### src/rtl/avalon_pio_debounce.sv
`default_nettype none
// ============================================================================
// Module   : avalon_pio_debounce
// Purpose  : Avalon-MM input PIO with per-channel 2-FF sync, debounce, edge
//            capture and maskable level interrupt.
// Option   : define AVALON_PIO_DEBOUNCE_IRQ_EN to build IRQ_MASK,
//            EDGE_CAPTURE and irq; otherwise irq is tied low.
// Revision : 1.0 - initial release
// ============================================================================
module avalon_pio_debounce #(
    parameter int WIDTH           = 4,
    parameter int DEBOUNCE_CYCLES = 250000,
    parameter int EDGE_MODE       = 1
) (
    input  logic             clk,
    input  logic             reset_n,
    input  logic [1:0]       address,
    input  logic             chipselect,
    input  logic             read,
    input  logic             write,
    input  logic [31:0]      writedata,
    output logic [31:0]      readdata,
    output logic             irq,
    input  logic [WIDTH-1:0] in_port,
    output logic [WIDTH-1:0] debounced
);

    localparam int            c_CNT_W   = (DEBOUNCE_CYCLES > 1) ? $clog2(DEBOUNCE_CYCLES) : 1;
    localparam logic [c_CNT_W-1:0] c_CNT_MAX = c_CNT_W'(DEBOUNCE_CYCLES - 1);

    logic [WIDTH-1:0]   r_s1;
    logic [WIDTH-1:0]   r_s2;
    logic [WIDTH-1:0]   r_stable;
    logic [c_CNT_W-1:0] r_cnt [WIDTH];
    logic [WIDTH-1:0]   w_upd;
    logic [WIDTH-1:0]   w_evt;
    logic [31:0]        w_rd_val;
    logic               w_unused_bits;

    // Inputs idle high (pull-ups), so the synchroniser resets to ones.
    always_ff @(posedge clk or negedge reset_n) begin
        if (!reset_n) begin
            r_s1 <= '1;
            r_s2 <= '1;
        end else begin
            r_s1 <= in_port;
            r_s2 <= r_s1;
        end
    end

    always_comb begin
        w_upd = '0;
        w_evt = '0;
        for (int i = 0; i < WIDTH; i++) begin
            w_upd[i] = (r_s2[i] != r_stable[i]) && (r_cnt[i] == c_CNT_MAX);
            if (EDGE_MODE == 2)
                w_evt[i] = w_upd[i];
            else if (EDGE_MODE == 0)
                w_evt[i] = w_upd[i] && r_s2[i];
            else
                w_evt[i] = w_upd[i] && !r_s2[i];
        end
    end

    always_ff @(posedge clk or negedge reset_n) begin
        if (!reset_n) begin
            r_stable <= '1;
            r_cnt    <= '{default: '0};
        end else begin
            for (int i = 0; i < WIDTH; i++) begin
                if (r_s2[i] == r_stable[i]) begin
                    r_cnt[i] <= '0;
                end else if (w_upd[i]) begin
                    r_stable[i] <= r_s2[i];
                    r_cnt[i]    <= '0;
                end else begin
                    r_cnt[i] <= r_cnt[i] + c_CNT_W'(1);
                end
            end
        end
    end

    assign debounced = r_stable;

`ifdef AVALON_PIO_DEBOUNCE_IRQ_EN
    logic [WIDTH-1:0] r_mask;
    logic [WIDTH-1:0] r_cap;
    logic             w_wr;
    logic [WIDTH-1:0] w_clr;

    assign w_wr  = chipselect && write;
    assign w_clr = (w_wr && (address == 2'd3)) ? writedata[WIDTH-1:0] : '0;

    // A new event outranks a same-cycle W1C clear of that bit.
    always_ff @(posedge clk or negedge reset_n) begin
        if (!reset_n) begin
            r_mask <= '0;
            r_cap  <= '0;
        end else begin
            if (w_wr && (address == 2'd2))
                r_mask <= writedata[WIDTH-1:0];
            r_cap <= (r_cap & ~w_clr) | w_evt;
        end
    end

    assign irq = |(r_cap & r_mask);
`else
    assign irq = 1'b0;
`endif

    always_comb begin
        w_rd_val = '0;
        case (address)
            2'd0:    w_rd_val = 32'(r_stable);
            2'd1:    w_rd_val = 32'(r_s2);
`ifdef AVALON_PIO_DEBOUNCE_IRQ_EN
            2'd2:    w_rd_val = 32'(r_mask);
            2'd3:    w_rd_val = 32'(r_cap);
`endif
            default: w_rd_val = '0;
        endcase
    end

    always_ff @(posedge clk or negedge reset_n) begin
        if (!reset_n)
            readdata <= '0;
        else
            readdata <= (chipselect && read) ? w_rd_val : '0;
    end

    // Write data and events are only partly consumed in some builds.
    assign w_unused_bits = ^{write, writedata, w_evt};

endmodule
`default_nettype wire

### config.mk
export PLATFORM = sky130hd
export DESIGN_NAME = avalon_pio_debounce
export DESIGN_NICKNAME = d
export VERILOG_FILES = /design/src/rtl/avalon_pio_debounce.sv
export SDC_FILE = /design/constraint.sdc
export NUM_CORES = 1
export LEC_CHECK = 0
export ABC_AREA = 1
export CAP_MARGIN = 30
export CORE_MARGIN = 2
export CORE_UTILIZATION = 48
export DETAILED_ROUTE_END_ITERATION = 6
export PLACE_DENSITY_LB_ADDON = 0.05
export SLEW_MARGIN = 20
export SYNTH_ARGS = -nofsm -noshare
export SYNTH_HDL_FRONTEND = slang
export SYNTH_SLANG_ARGS = --single-unit
### constraint.sdc
create_clock -name clk -period 1.4 [get_ports clk]
set_clock_uncertainty 0.2 [all_clocks]
set_input_delay 0.28 -clock clk [delete_from_list [all_inputs] [get_ports clk]]
set_output_delay 0.28 -clock clk [all_outputs]
set_load 0.005 [all_outputs]
==> metrics.cfg <==
[setup_path]
r2r_cells=8
cp_num_buf_inv=2
cp_num_cells=8
start_kind=flop
cpPeakStageDelay_ns=0.55
crit_slowest_cell=dfstp_2
crit_family=simple AND/OR/NAND/NOR gates
cp_cell_sequence=buf_6 > buf_4 > nand2_2 > nand2_4 > nor2_4 > nand3_4 > nand2_8 > nor2_2
end_kind=flop
required_ns=1.51
worst_ep_arrival_time_ns=1.72
path_class=reg -> reg
cp_max_fo=8

[worst_hold_path]
min_path_type=in -> reg
holdPathStages=1

[timing]
setup_viol=73
fin_crit_sh_pct=115
min_period_ns=1.61
rsz0062_at_grt=yes
timing.fmax_mhz=620
finalHoldViolCount=0
drv_slew=0
fin_ws_ns=-0.212

[synthesis]
ys_ff_latch=88
synth-xor-area-share_pct=7.51
synthSimpleGateAreaFrac_pct=33.6
synthCells=595
yosys_warnings=0
synthAdderAreaFrac_pct=1.05
seq_area_frac_synth_pct=46.3
synth_compound_area_share_pct=2.69
synthMuxAreaShare_pct=0
synth_cell_types=28
syn_avg_cell_area_um2=8.04
synth_top_family_by_area=simple AND/OR/NAND/NOR gates
netlist_area_um2=4780

[clock_network]
cts.path.max_buffers=2
h-tree-depth=3
clk_pin_slew_ns=0.09
tritoncts=done
cts-root-buf=clkbuf_8
numCtsBuffers=9
clock-sinks=88
clk_latency_ns=0.37

[global_route]
antenna_found_initial=0
grt_max_degree=63
grt_pass1_vias=4272
overflow=0
grt_pass1_wl_um=19500
grt_use_total_pct=22.3

[pwr]
leakagePower_nw=3.16
p_seq_share_pct=51.4
ir_drop_uv=496
switching_share_pct=24.3
power_density_nw_per_um2=707
p_comb_share_pct=8.4
clockPowerShare_pct=40.1
p_int_mw=3.89
totalPowerFinal_mw=5.13
p_sw_mw=1.24

[die]
io_pins=80
die_h_um=104
dieWidth_um=104
rows=36
fp.dieArea_um2=10800
core_um2=9730
start_util_pct=49.2

[run_status]
status=finished with violations
violations=negative setup slack

[placement]
io_buffers=17
place_hpwl_um=7500
gp_congestion=0.852
postPlaceCellArea_um2=5890

[job]
drv_cap=0

[route]
via_count=4310
avgViaCountPerCell=4.84
drtIter0Drc=171
wire_per_inst_um=13.5
routed_wl_um=12100
drtAntennaViolNets=0
firstDrtPassIters=4
drc=0

[cells_and_area]
final_cell_mix=buf_4 (105), nor2_1 (98), nand2_1 (67), dfrtp_1 (65), inv_1 (38)
final_core_util_pct=74.6
final_common_cell=buf_4
final.fill_count=698
syn2layout_area_growth_pct=51.6
drive_above_1_share_pct=47.4
diodes=0
nets=799
final_area_um2=7250

-- synthesized netlist by cell type --
cell,n,area share [%]
conb_1,1,0.078
ha_1,4,1.0
o21bai_1,3,0.47
nand2_2,7,0.92
nor3_1,5,0.52
nor2_1,150,12
a21oi_1,12,1.3
buf_4,29,4.6
xor2_1,31,5.7
dfstp_2,12,6.6
inv_2,1,0.078
buf_2,2,0.21
nor2_4,8,1.9
o21ai_1,1,0.10
nand3_1,55,5.8
dfrtp_1,76,40
nand2_4,2,0.47
nand4_1,8,1.0
xnor2_1,10,1.8
nand3_2,4,0.84
nor3b_1,8,1.3
inv_1,50,3.9
nand3b_1,2,0.31
o21ai_0,7,0.73
a31oi_1,1,0.13
nand2_1,99,7.8
nor3b_2,1,0.26
nor2_2,6,0.78
-- layer usage --
layer | track usage, % | vias to the layer above | wire length, um
met5 | 0 | - | 0
met4 | 8.01 | 0 | 178
met3 | 3.27 | 17 | 305
met2 | 37.7 | 89 | 6270
met1 | 29.1 | 2062 | 5300
li1 | - | 2142 | -
-- power groups by stage --
| stage | Clock (mW) | Sequential (mW) | Combinational [mW] |
|---|---|---|---|
| 3_3_place_gp | 0 | 2.66 | 0.311 |
| 3_5_place_dp | 0 | 2.67 | 0.317 |
| 5_1_grt | 2.19 | 2.64 | 0.480 |
| 6_report | 2.06 | 2.64 | 0.432 |
| 2_1_floorplan | 0 | 2.67 | 0.184 |
| 4_1_cts | 2.11 | 2.64 | 0.402 |
-- kinds of logic after synthesis --
| group | after synthesis |
|---|---|
| buf+inv | 82 |
| fa+ha+maj | 4 |
| compound gates | 24 |
| xor+xnor | 41 |
| simple gates | 355 |
| flops | 88 |
| other cells | 1 |
-- final cells by class --
type,instances,area [um2],share of cell area (%)
Sequential cell,88,2230,30.8
Multi-Input combinational cell,453,3160,43.6
Tap cell,133,166,2.29
Timing Repair Buffer,149,1250,17.3
Clock inverter,4,76.3,1.05
Inverter,51,208,2.86
Clock buffer,12,155,2.14
-- worst register-to-register path: stages, from the launching register on --
cell and delay, ns:
dfstp_2 0.55, buf_6 0.10, buf_4 0.11, nand2_2 0.06, nand2_4 0.08, nor2_4 0.04
nand3_4 0.14, nand2_8 0.13, nor2_2 0.13
-- worst paths after layout --
path / slack, ns / endpoint / startpoint
setup / recovery: -0.21 / r_cnt[48]$_DFF_PN0_ / debounced[1]$_DFFE_PN1P_
hold / removal: 0.11 / r_s1[3]$_DFF_PN1_ / in_port[3]
setup reg to reg: -0.21 / r_cnt[48]$_DFF_PN0_ / debounced[1]$_DFFE_PN1P_
hold reg to reg: 0.16 / r_s2[3]$_DFF_PN1_ / r_s1[3]$_DFF_PN1_
max in group asynchronous: 0.42 / r_s2[0]$_DFF_PN1_ / reset_n
min in group asynchronous: 0.24 / r_cnt[38]$_DFF_PN0_ / reset_n
-- per-stage QoR --
stage / setup TNS (ns) / worst slack (ns) / instances / hold WS (ns)
floorplan: -2.12 / -0.0843 / 623 / -0.216
global placement: -7.29 / -0.188 / 845 / 0.111
detailed placement: -8.94 / -0.224 / 845 / 0.109
CTS: -8.13 / -0.193 / 877 / 0.0984
global route: -14.17 / -0.286 / 890 / 0.103
finish: -9.40 / -0.212 / 890 / 0.112
-- flip-flops by register name (all words and copies together), names as in the netlist --
register	count
debounced	4
readdata	4
r_s1	4
r_cnt	72
r_s2	4
-- repair_timing --
action / CTS / global route
resized for setup: 185 / 89
setup endpoints to repair: 73 / 84
hold endpoints to repair: 83 / 0
buffers inserted: 17 / 15
hold buffers: 1 / 0
pin swaps: 69 / 54
Note: power is estimated with default switching activity, not from simulation.
